`config.mk`:
```
export PLATFORM = sky130hd
export DESIGN_NAME = event_encoder_16to4
export DESIGN_NICKNAME = d
export VERILOG_FILES = /design/src/rtl/event_encoder_16to4.sv
export SDC_FILE = /design/constraint.sdc
export NUM_CORES = 1
export LEC_CHECK = 0
export CAP_MARGIN = 10
export CORE_AREA = 2 2 88 48
export DETAILED_ROUTE_END_ITERATION = 7
export DIE_AREA = 0 0 90 50
export GPL_TIMING_DRIVEN = 1
export HOLD_SLACK_MARGIN = 0.1
export PLACE_DENSITY = 0.79
export REMOVE_ABC_BUFFERS = 1
export SLEW_MARGIN = 10
export SYNTH_ARGS = -nofsm -noshare
export SYNTH_HDL_FRONTEND = slang
export SYNTH_HIERARCHICAL = 1
export SYNTH_SLANG_ARGS = --single-unit
```
`constraint.sdc`:
```
create_clock -name clk -period 3.3 [get_ports clk]
set_clock_uncertainty 0.15 [all_clocks]
set_input_delay 0.495 -clock clk [delete_from_list [all_inputs] [get_ports clk]]
set_output_delay 0.495 -clock clk [all_outputs]
set_load 0.02 [all_outputs]
```
`src/rtl/event_encoder_16to4.sv`:
```
// 16-source event encoder: edge-detects level events into a pending bitmap and
// presents one encoded index at a time over a valid/ready handshake.

module event_encoder_lane (
  input  logic clk,
  input  logic rst_n,
  input  logic clear_i,
  input  logic evt_i,
  input  logic acc_i,
  output logic pend_o,
  output logic ovf_o
);
  logic evt_q, evt_d;
  logic pend_q, pend_d;
  logic rise;

  assign rise = evt_i & ~evt_q;

  always_comb begin
    evt_d  = evt_i;
    // A rise on the bit being accepted re-arms it rather than being lost.
    pend_d = clear_i ? 1'b0 : ((pend_q & ~acc_i) | rise);
  end

  always_ff @(posedge clk or negedge rst_n) begin
    if (!rst_n) begin
      evt_q  <= 1'b0;
      pend_q <= 1'b0;
    end else begin
      evt_q  <= evt_d;
      pend_q <= pend_d;
    end
  end

  assign pend_o = pend_q;
  assign ovf_o  = rise & pend_q & ~acc_i;
endmodule

module event_encoder_16to4 #(
  parameter bit RR_EN = 1'b0
) (
  input  logic        clk,
  input  logic        rst_n,
  input  logic        clear_i,
  input  logic [15:0] evt_in,
  output logic [3:0]  code_o,
  output logic        code_valid_o,
  input  logic        code_ready_i,
  output logic [15:0] pending_o,
  output logic        overflow_o
);
  localparam int NUM_LANES = 16;
  localparam int CODE_W    = 4;

  typedef enum logic {IDLE, PRESENT} state_e;

  typedef struct packed {
    logic [CODE_W-1:0] code;
    logic              valid;
  } rsp_t;

  state_e                state_q, state_d;
  rsp_t                  rsp_q, rsp_d;
  logic [CODE_W-1:0]     last_q, last_d;
  logic                  ovf_q, ovf_d;
  logic [NUM_LANES-1:0]  pend, ovf_vec, acc_vec;
  logic                  accept;
  logic [CODE_W-1:0]     start, idx, sel;
  logic                  found;

  assign accept  = rsp_q.valid & code_ready_i;
  assign acc_vec = accept ? (NUM_LANES'(1) << rsp_q.code) : '0;

  for (genvar g = 0; g < NUM_LANES; g++) begin : g_lane
    event_encoder_lane u_lane (
      .clk     (clk),
      .rst_n   (rst_n),
      .clear_i (clear_i),
      .evt_i   (evt_in[g]),
      .acc_i   (acc_vec[g]),
      .pend_o  (pend[g]),
      .ovf_o   (ovf_vec[g])
    );
  end

  // Circular scan; fixed priority is just a scan that always starts at 0.
  always_comb begin
    start = RR_EN ? (last_q + CODE_W'(1)) : '0;
    sel   = '0;
    found = 1'b0;
    idx   = '0;
    for (int i = 0; i < NUM_LANES; i++) begin
      idx = start + CODE_W'(i);
      if (!found && pend[idx]) begin
        sel   = idx;
        found = 1'b1;
      end
    end
  end

  always_comb begin
    state_d = state_q;
    rsp_d   = rsp_q;
    last_d  = last_q;
    ovf_d   = ovf_q | (|ovf_vec);
    if (clear_i) begin
      state_d = IDLE;
      rsp_d   = '0;
      ovf_d   = 1'b0;
    end else begin
      case (state_q)
        IDLE: if (found) begin
          rsp_d.code  = sel;
          rsp_d.valid = 1'b1;
          state_d     = PRESENT;
        end
        PRESENT: if (accept) begin
          rsp_d.valid = 1'b0;
          last_d      = rsp_q.code;
          state_d     = IDLE;
        end
        default: state_d = IDLE;
      endcase
    end
  end

  always_ff @(posedge clk or negedge rst_n) begin
    if (!rst_n) begin
      state_q <= IDLE;
      rsp_q   <= '0;
      last_q  <= CODE_W'(NUM_LANES - 1);
      ovf_q   <= 1'b0;
    end else begin
      state_q <= state_d;
      rsp_q   <= rsp_d;
      last_q  <= last_d;
      ovf_q   <= ovf_d;
    end
  end

  assign code_o       = rsp_q.code;
  assign code_valid_o = rsp_q.valid;
  assign pending_o    = pend;
  assign overflow_o   = ovf_q;
endmodule
```
After elaboration in Yosys (flattened, before gate mapping)
Index checks and enable logic that the tools add are counted.
- register bits after elaboration: 39
- bits in latches: 0
- bits in writable memories: 0
- bits in read-only memories: 0
- input bits: 20
- output and inout port bits: 22
- logic and storage cells: 247
- memories kept: 0
- add/sub/neg operators: 0
- multiply operators: 0
- div/mod/pow operators: 0
- magnitude comparators: 0
- equal/unequal tests: 3
- shifts and indexed selects: 1
- mux-type cells: 58
- bitwise gates (word level): 115
- reductions and logical operators: 34
- operator list (cell ; number):
    AND 1 bit ; 65
    2-to-1 mux 4 bit ; 14
    2-to-1 mux 1 bit ; 38
    inverter 1 bit ; 33
    bitwise OR 1 bit ; 17
    2-to-1 mux 16 bit ; 1
    OR reduction 16 bit ; 1
    << shifter 1 x 4 -> 16 bit (first input constant) ; 1
    logical AND 1 bit ; 15
    zero test 1 bit ; 15
    2-to-1 mux 5 bit ; 2
    case mux 1 bit (2 select lines) ; 2
    AND reduction 2 bit ; 2
    inequality test 3 x 2 -> 1 bit (second input constant) ; 1
    inequality test 3 bit (second input constant) ; 1
    2-to-1 mux 2 bit ; 1
    inequality test 2 bit (second input constant) ; 1
    nonzero test 2 bit ; 1

Logic depth before layout (Yosys ltp)
Gate-level depths: netlist (run 1).
- depth in word-level cells: 49
- depth in mapped cells: 10
- mapped depth without buffers: 10

Hierarchy
Netlist (run 1), hierarchy kept.
- by module, submodules not included (module ; instances ; cells an instance ; area each (um2)):
    event_encoder_lane ; 16 ; 6 ; 75.1
    event_encoder_16to4 ; 1 ; 87 ; 605.6

Worst setup path before layout (run 1)
No wires, ideal clock.
- path type: reg2reg
- start: register rsp_q (netlist bit code_valid_o)
- end: register ovf_q, in the netlist overflow_o
- library setup time: 0.130 ns
- arrival: 1.817 ns
- setup slack: 1.203 ns
- cell stages (with the launch flop): 10
- path buffers: 0
- period minus slack after synthesis: 2.097 ns
- cell sequence: dfrtp_1 > nand2_1 > or3_1 > nor3_1 > nand2b_1 > nor2_1 > nor4_1 > nand4_1 > nor4_1 > nor2_1
- word-level cells in the longest chain between the ends: 7
- elaborated cells between the ends (all ways): 37
- those cells by class: mux (2); bitwise (34); reduce/logical (1)
- ends and longest elaborated chain (what ; RTL line ; source):
    start, declared ; 63 ; rsp_t rsp_q, rsp_d;
    start signal, assigned ; 135 ; rsp_q <= rsp_d;
    AND 1 bit ; 71 ; assign accept = rsp_q.valid & code_ready_i;
    2-to-1 mux 16 bit ; 72 ; assign acc_vec = accept ? (NUM_LANES'(1) << rsp_q.code) : '0;
    via acc_vec[0] ; 66 ; logic [NUM_LANES-1:0] pend, ovf_vec, acc_vec;
    inverter 1 bit ; 36 ; assign ovf_o = rise & pend_q & ~acc_i;
    AND 1 bit ; 36 ;
    via ovf_vec[0] ; 66 ;
    OR reduction 16 bit ; 105 ; ovf_d = ovf_q | (|ovf_vec);
    bitwise OR 1 bit ; 105 ;
    2-to-1 mux 1 bit ; 106 ; if (clear_i) begin
    via ovf_d ; 65 ; logic ovf_q, ovf_d;
    end signal, assigned ; 137 ; ovf_q <= ovf_d;
    end, declared ; 65 ;
The timed path passes the listed nets, and every way through them passes these cells.
A chain may end at the register's enable or synchronous reset.

Final worst setup path (run 1)
- start: input port code_ready_i
- end: register ovf_q, in the netlist overflow_o
- word-level cells in the longest chain between the ends: 7
- elaborated cells between the ends (all ways): 37
- those cells by class: mux (2); bitwise (34); reduce/logical (1)
- ends and longest elaborated chain (what ; RTL line ; source):
    start, declared ; 48 ; input logic code_ready_i,
    AND 1 bit ; 71 ;
    2-to-1 mux 16 bit ; 72 ;
    via acc_vec[4] ; 66 ;
    inverter 1 bit ; 36 ;
    AND 1 bit ; 36 ;
    via ovf_vec[4] ; 66 ;
    OR reduction 16 bit ; 105 ;
    bitwise OR 1 bit ; 105 ;
    2-to-1 mux 1 bit ; 106 ;
    via ovf_d ; 65 ;
The timed path passes the listed nets, and every way through them passes these cells.

==> flow_summary.ini, run 1 <==
[sta]
hold_violations = 0
worstMarginPinSlew_ns = 0.852
setup_tns_ns = 0
min_period_ns = 2.56
final_max_slew_viol_count = 0
rsz0062_at_grt = false
fmax_mhz = 391
setup_violations = 0
fin_ws_ns = 0.743
post-route-period-util_pct = 77.5
max-slew-margin-rel_pct = 43.2

[cells_and_area]
drive_gt1_share_pct = 12.6
num_antenna_cells = 0
utilization_pct = 63.8
fin_cells = 284
layout-area-overhead-vs-synth_pct = 31.5
fin_area_mm2 = 0.00238
nets = 249

[synth]
ys_ff_latch = 39
yosys_warnings = 6
postSynthAreaPerCell_um2 = 9.87
yosysUniqueCellTypes = 24
synth_area_mm2 = 0.00181
synthCells = 183
synth_seq_area_share_pct = 54.0

[clock_tree]
cts_buffers = 5
cts_max_level = 2
clkTransAtPathRegs_ns = 0.08
cts_tree = done
root_buffer = clkbuf_8
hold_buffers = 0
clock_latency_ns = 0.30
cts_max_path_buffers = 2
cts_sinks = 39
post_cts_resized = 0
post-cts-setup-buffer-count = 0

[floorplanning]
dieHeight_um = 50
coreArea_mm2 = 0.00372
die_x_um = 90
start_util_pct = 48.5
ioPinCount = 42
die_area_mm2 = 0.00450
rows = 16

[critical_path]
critical_path.most_common_cell = nor2_1
crit_family = simple AND/OR/NAND/NOR gates
crit_chain = clkdlybuf4s50_1 > nand2_1 > or3_1 > nor2_1 > nand2b_1 > nor2_1 > nor4_1 > nand4_1 > nor4_1 > nor2_1
path_depth = 10
criticalPathCategory = in -> reg
cp.arrival_ns = 2.58
start_kind = input pin
path_buf_inv = 1
worstPathRequired_ns = 3.33
path_max_fanout = 4
startpoint = code_ready_i
r2r-start = code_o[3]
critPathSlowestCell = clkdlybuf4s50_1
max_stage_delay_ns = 0.49
r2r_cells = 8
crit_path_end_kind = flop

[place]
placed_area_mm2 = 0.00228
place_inst = 276
portBuffers = 41
place_congestion = 0.885
preCtsSetupSlack_ns = 0.474
dp_hpwl_um = 3140

[global_route]
grt_pass1_wl_um = 7150
grt_pass1_vias = 1444
overflow = 0
grt.total_usage_pct = 20.8
grt_max_degree = 40
antenna_found_initial = 0

[route]
drt-initial-drc-count = 95
avgViaCountPerCell = 5.25
post_drt_wl_per_cell_um = 14.7
vias = 1490
antenna_left = 0
dr.pass1.iters = 4
drt_wl_total_um = 4180
drc_errors = 0

[power]
ir_drop_uv = 252
p_leak_nw = 0.930
power_density_mw_per_mm2 = 476

[run_status]
status = complete, no violations

[min_path]
worstHoldPathType = in -> async

[run]
maxCapViolCount = 0
-- cells by family (layout without fill, tap and decap cells) --
logic type	Yosys count	count (layout)	share of synthesized area [%]
AOI/OAI and AO/OA	30	30	13.7
buffers and inverters	6	53	1.25
DFF	39	39	54.0
and+or+nand+nor	108	108	31.0
-- cell type report --
class                      instances  area [um2]
clock buffer                       8         100
tap                               54        67.6
inverter                           3        11.3
timing repair buffer              42         413
fill                             322        1350
sequential                        39         976
multi-input combinational        138         808
-- stage by stage --
step / total power [mW] / hold slack, ns
finish: 1.13 / 0.149
global route: 1.19 / 0.219
CTS: 1.14 / 0.188
detailed placement: 0.783 / 0.378
global placement: 0.778 / 0.375
floorplan: 0.668 / 0.0494
-- cell usage in the layout, fill, tap and decap left out, types with 2 or more instances in the layout --
cell type / instances
nor2_1: 45
a21oi_1: 5
clkbuf_8: 7
nor3_1: 7
inv_1: 3
a221oi_1: 2
nor4_2: 2
nand4_1: 2
nor4_1: 5
nand2_1: 8
a21oi_2: 16
nand2b_1: 36
dfrtp_1: 39
clkdlybuf4s50_1: 40
-- power by group --
part,internal (mW),switching [mW]
clock,0.191,0.166
sequential,0.510,0.0415
combinational,0.104,0.118
total,0.805,0.326
-- registers in the layout, summed over array words and instances (netlist names) --
| register | flops |
|---|---|
| g_lane.u_lane/pend_o | 16 |
| g_lane.u_lane/evt_q | 16 |
| state_q | 1 |
| code_valid_o | 1 |
| code_o | 4 |
| overflow_o | 1 |
-- synthesized netlist by cell type (all sizes together) --
library cell / number / share of area, %
clkbuf: 2 / 0.42
a211oi: 1 / 0.42
a21oi: 21 / 9.1
buf: 1 / 0.21
dfrtp: 39 / 54
o31a: 1 / 0.48
inv: 3 / 0.62
nand4: 2 / 0.69
or3: 1 / 0.35
o32ai: 1 / 0.90
nand2: 8 / 1.7
nor3: 7 / 1.9
o311ai: 1 / 0.48
a221oi: 2 / 0.97
a41oi: 1 / 0.48
nor4: 8 / 4.3
nand2b: 36 / 12
nand3: 1 / 0.28
nor2: 45 / 9.3
o32a: 1 / 0.55
o21ai: 1 / 0.28
-- path summary, 6_finish.rpt --
kind / end / slack [ns]
max: overflow_o / 0.74
min: g_lane[3].u_lane/evt_q / 0.15
max reg2reg: overflow_o / 1.05
min reg2reg: g_lane[7].u_lane/pend_o / 0.39
max in group asynchronous: g_lane[14].u_lane/evt_q / 2.30
min in group clk: g_lane[7].u_lane/pend_o / 0.39
-- worst register-to-register path: cells and delay by family (launching register included) --
kind             cells  cell delay, ns
and+or+nand+nor      8            1.55
DFF                  1            0.44
-- per-layer routing --
layer,up-vias,global-route usage (%),part of all wire [%]
met5,-,0,0
met4,0,5.38,0.96
met3,7,6.73,9.6
met2,69,29.4,42
met1,695,30.8,47
li1,719,-,-
Power figures use the tool's default switching activity.
==> run 2: changes to the inputs <==
--- a/config.mk
+++ b/config.mk
@@ -6,12 +6,12 @@
 export NUM_CORES = 1
 export LEC_CHECK = 0
 export CAP_MARGIN = 10
-export CORE_AREA = 2 2 88 48
+export CORE_AREA = 2 2 94 51
 export DETAILED_ROUTE_END_ITERATION = 7
-export DIE_AREA = 0 0 90 50
+export DIE_AREA = 0 0 96 53
 export GPL_TIMING_DRIVEN = 1
 export HOLD_SLACK_MARGIN = 0.1
-export PLACE_DENSITY = 0.79
+export PLACE_DENSITY = 0.74
 export REMOVE_ABC_BUFFERS = 1
 export SLEW_MARGIN = 10
 export SYNTH_ARGS = -nofsm -noshare
==> constraint.sdc (replaced) <==
create_clock -name clk -period 2.18 [get_ports clk]
set_clock_uncertainty 0.15 [all_clocks]
set_input_delay 0.327 -clock clk [delete_from_list [all_inputs] [get_ports clk]]
set_output_delay 0.327 -clock clk [all_outputs]
set_load 0.02 [all_outputs]
==> run 2 against run 1 <==
Against the previous run: clock power is 31% higher; final cell count is 11% higher; count of clock-buffer cells in the layout is 1 lower; sequential power grew 52%; hold slack improved by 0.20 ns; critical path depth is 2 lower; non-clock buffer count increased by 27; largest cell class unchanged.
==> flow_summary.ini, run 2 (synthesis gave the netlist of run 1 again) <==
[route]
drc_errors = 0
dr.pass1.iters = 4
antenna_left = 0
vias = 1566
post_drt_wl_per_cell_um = 14.7
drt-initial-drc-count = 69
drt_wl_total_um = 4630
avgViaCountPerCell = 4.99

[critical_path]
crit_chain = or3_4 > nor2_1 > nand2b_1 > nor2_1 > nor4_2 > nand4_1 > nor4_2 > nor2_1
criticalPathCategory = reg -> reg
crit_path_end_kind = flop
max_stage_delay_ns = 0.46
cp.arrival_ns = 2.15
critPathSlowestCell = dfrtp_1
critical_path.most_common_cell = nor2_1
start_kind = flop
path_buf_inv = 0
crit_family = simple AND/OR/NAND/NOR gates
path_max_fanout = 6
worstPathRequired_ns = 2.21

[cells_and_area]
multiInputGateArea_um2 = 845
fin_cells = 314
register_area_um2 = 976
num_antenna_cells = 0
nets = 276
n_fill_cell = 362
layout-area-overhead-vs-synth_pct = 44.7
drive_gt1_share_pct = 24.1
final_common_cell = nor2_1
final_cell_mix = nor2_1, dfrtp_1, clkdlybuf4s50_1

[run]
maxCapViolCount = 0

[min_path]
worstHoldPathType = in -> reg

[sta]
hold_violations = 0
worstMarginPinSlew_ns = 0.547
rsz0062_at_grt = true
setup_violations = 0
final_max_slew_viol_count = 0
fmax_mhz = 472
min_period_ns = 2.12
fin_ws_ns = 0.0606
post-route-period-util_pct = 97.2
max-slew-margin-rel_pct = 63.1

[power]
power_density_mw_per_mm2 = 651
ir_drop_uv = 283
p_leak_nw = 1.06

[global_route]
grt_pass1_wl_um = 7520
grt.total_usage_pct = 20.4
antenna_found_initial = 0
grt_max_degree = 21
overflow = 0
grt_pass1_vias = 1550

[floorplanning]
ioPinCount = 42
start_util_pct = 42.7
die_x_um = 96
coreArea_mm2 = 0.00423
rows = 17
die_area_mm2 = 0.00509
dieHeight_um = 53

[place]
portBuffers = 41
preCtsSetupSlack_ns = -0.474
place_congestion = 0.915
place_inst = 304
dp_hpwl_um = 3430

[clock_tree]
cts_max_level = 2
cts_sinks = 39
cts_max_path_buffers = 2
cts_buffers = 5
clkTransAtPathRegs_ns = 0.08
root_buffer = clkbuf_8
cts_tree = done
clock_latency_ns = 0.29

[run_status]
status = complete, no violations
run 2: final timing paths:
check	slack, ns	cells past startpoint	endpoint	from
max	0.06	8	overflow_o	code_o[1]
min	0.35	1	g_lane[1].u_lane/evt_q	evt_in[1]
max reg2reg	0.06	8	overflow_o	code_o[1]
min reg2reg	0.39	2	g_lane[2].u_lane/pend_o	g_lane[2].u_lane/evt_q
max in group asynchronous	1.02	3	g_lane[4].u_lane/evt_q	rst_n
min in group asynchronous	0.39	2	g_lane[0].u_lane/evt_q	rst_n
run 2: per-layer routing:
| metal | wire length [um] | GRT usage [%] | vias up |
|---|---|---|---|
| met5 | 0 | 0 | - |
| met4 | 55 | 7.14 | 0 |
| met3 | 327 | 6.13 | 7 |
| met2 | 1880 | 28.6 | 52 |
| met1 | 2370 | 29.8 | 741 |
| li1 | - | - | 766 |
run 2: repair_timing:
action,4_1_cts,5_1_grt
endpoints found under the hold margin,19,0
pin swaps,4,3
hold buffers,1,0
buffers inserted,1,0
resized for setup,5,4
gates cloned,0,0
setup endpoints to repair,1,1
run 2: stage by stage:
| step | utilization [%] | instance area, um2 | hold WS (ns) | setup TNS (ns) | total power, mW |
|---|---|---|---|---|---|
| floorplan | - | 1800 | -0.119 | 0 | 1.01 |
| global placement | 58.6 | 2480 | 0.166 | -0.365 | 1.23 |
| detailed placement | 58.6 | 2480 | 0.161 | -0.474 | 1.23 |
| CTS | 61.4 | 2600 | 0.347 | 0 | 1.71 |
| global route | 61.7 | 2610 | 0.341 | -0.0779 | 1.80 |
| finish | 61.7 | 2610 | 0.351 | 0 | 1.70 |
run 2: final cells by class:
type | count | area share, %
flip-flops and latches | 39 | 37.3
multi-input cells | 138 | 32.3
repair buffers | 69 | 24.1
clock buffers | 7 | 2.92
well taps | 57 | 2.73
inverters | 3 | 0.431
clock inverters | 1 | 0.191
run 2: where the power goes:
part | internal, mW | switching [mW] | total, mW | leakage (nW)
clock | 0.225 | 0.243 | 0.468 | 0.0422
combinational | 0.202 | 0.196 | 0.398 | 0.530
sequential | 0.772 | 0.0634 | 0.835 | 0.486
==> run 3: changes to the inputs <==
--- a/config.mk
+++ b/config.mk
@@ -11,10 +11,9 @@
 export DIE_AREA = 0 0 96 53
 export GPL_TIMING_DRIVEN = 1
 export HOLD_SLACK_MARGIN = 0.1
-export PLACE_DENSITY = 0.74
+export PLACE_DENSITY = 0.84
 export REMOVE_ABC_BUFFERS = 1
 export SLEW_MARGIN = 10
 export SYNTH_ARGS = -nofsm -noshare
 export SYNTH_HDL_FRONTEND = slang
-export SYNTH_HIERARCHICAL = 1
 export SYNTH_SLANG_ARGS = --single-unit
==> run 3 against run 2 <==
Against the previous run: global-route usage down 1.0 points; final area down 10%; non-clock buffer count fell by 22; critical path depth down 7; hold slack worse by 0.039 ns; sequential power about the same; critical endpoint is now code_o[0]; largest cell class unchanged; highest routed layer unchanged.
==> flow_summary.ini, run 3 <==
[route]
route.top_layer_used = met4
avgViaCountPerCell = 5.39
drt_wl_total_um = 4330
antenna_left = 0
post_drt_wl_per_cell_um = 15.8
vias = 1472
met3_length_um = 440
wl_met2_um = 1710
drc_errors = 0
wl_met1_um = 2120
drt-initial-drc-count = 203
dr.pass1.iters = 4

[critical_path]
r2r_slack_ns = 0.36
path_buf_inv = 1
critPathSlowestCell = clkdlybuf4s50_1
start_kind = flop
criticalPathCategory = reg -> out
r2r-start = code_o[0]
crit_family = buffers and inverters
max_stage_delay_ns = 0.66
crit_chain = clkdlybuf4s50_1
worstPathRequired_ns = 1.70
crit_path_end_kind = primary output
path_max_fanout = 9
r2r_end = overflow_o
cp.arrival_ns = 1.45
r2r_cells = 5

[floorplanning]
dieHeight_um = 53
coreArea_mm2 = 0.00423
start_util_pct = 43.5
rows = 17
die_x_um = 96
die_area_mm2 = 0.00509
ioPinCount = 42

[global_route]
grt_pass1_wl_um = 7150
grt_max_degree = 24
grt.total_usage_pct = 19.4
antenna_found_initial = 0
overflow = 0
grt_pass1_vias = 1352

[sta]
setup_tns_ns = 0
final_max_slew_viol_count = 0
post-route-period-util_pct = 88.3
rsz0062_at_grt = false
hold_violations = 0
fmax_mhz = 519
worstMarginPinSlew_ns = 0.342
max-slew-margin-rel_pct = 77.0
min_period_ns = 1.93
setup_violations = 0

[cells_and_area]
nets = 235
layout-area-overhead-vs-synth_pct = 28.0
n_fill_cell = 385
drive_gt1_share_pct = 10.6
fin_area_mm2 = 0.00235
final_cell_mix = clkdlybuf4s50_1, dfrtp_1, a21oi_1
num_antenna_cells = 0
final_common_cell = clkdlybuf4s50_1

[clock_tree]
root_buffer = clkbuf_8
cts_tree = done
cts_buffers = 5
clock_latency_ns = 0.29
cts_max_path_buffers = 2
clkTransAtPathRegs_ns = 0.08
cts_sinks = 39
cts_max_level = 2

[run]
maxCapViolCount = 0

[run_status]
status = complete, no violations

[synth]
synth_area_mm2 = 0.00184
synth_top_area_share_pct = 53.1
synthCells = 179
ys_top_cells_by_count = dfrtp_1, a21oi_1, nand2b_1
synth.area.top_cells = dfrtp_1, buf_4, nand2b_1
ys_ff_latch = 39
synthFlopType = dfrtp_1
postSynth.asyncResetShare_pct = 100
yosysMostFrequentCell = dfrtp_1
synth_edf_count = 0
yosysUniqueCellTypes = 34
postSynthAreaPerCell_um2 = 10.3
yosys.area.top_type = dfrtp_1
yosys_warnings = 0
synth_seq_area_share_pct = 53.1

[place]
place_congestion = 0.916
dp_hpwl_um = 3380
portBuffers = 41
placed_area_mm2 = 0.00223

[power]
ir_drop_uv = 337
p_leak_nw = 0.940
power_density_mw_per_mm2 = 763

[min_path]
worstHoldPathType = in -> async
run 3: changes by cell type after synthesis, sizes merged, moves of 3 or more:
cell,delta
buf,+15
nand2b,-17
o22ai,+5
a21oi,+3
nand2,-3
nor2,-31
nor4,-5
o21ai,+13
inv,+3
o31ai,+5
run 3: power by group:
part	total, mW	internal, mW	switching (mW)
sequential	0.834	0.772	0.0623
combinational	0.342	0.166	0.176
clock	0.621	0.370	0.250
run 3: layer usage:
metal | vias to the layer above | track usage, %
li1 | 696 | -
met1 | 687 | 30.1
met2 | 80 | 25.2
met3 | 9 | 5.84
met4 | 0 | 5.95
met5 | - | 0
run 3: cell type report:
class	count	area (um2)	share of cell area, %
Tap cell	57	71.3	3.03
Sequential cell	39	976	41.5
Clock buffer	6	82.6	3.51
Inverter	6	22.5	0.957
Timing Repair Buffer	47	453	19.2
Clock inverter	2	35.0	1.49
Multi-Input combinational cell	116	713	30.3
run 3: per-stage QoR:
step	setup slack (ns)	power, mW	hold WS (ns)	cells	utilization, %
CTS	0.244	1.81	0.319	273	55.6
global placement	-0.00204	1.18	0.0936	264	52.6
floorplan	0.471	1.01	-0.119	161	-
finish	0.254	1.80	0.312	273	55.6
global route	0.113	1.89	0.340	273	55.6
detailed placement	-0.0287	1.19	0.104	264	52.6
run 3: how the worst max path moves through the flow:
stage / slack (ns) / endpoint / depth (start not counted) / start
floorplan: 0.47 / code_o[0] / 5 / g_lane[11].u_lane.pend_o
global placement: -0.002 / overflow_o / 6 / code_ready_i
detailed placement: -0.03 / overflow_o / 6 / code_ready_i
CTS: 0.24 / code_o[0] / 1 / code_o[0]
global route: 0.11 / overflow_o / 6 / code_ready_i
finish: 0.25 / code_o[0] / 1 / code_o[0]
run 3: repair_timing:
item                                   4_1_cts  5_1_grt
endpoints found under the hold margin       14        0
gates resized for setup                      0        0
hold buffers                                 1        0
buffers inserted                             0        0
run 3: cell families (layout without fill, tap and decap cells):
kind of cell           Yosys count  after routing  share of synthesized area [%]
AND/OR/NAND/NOR                 59             59                           19.5
AO/OA/AOI/OAI                   57             57                           19.3
flip-flops                      39             39                           53.1
buffers and inverters           24             61                           8.16
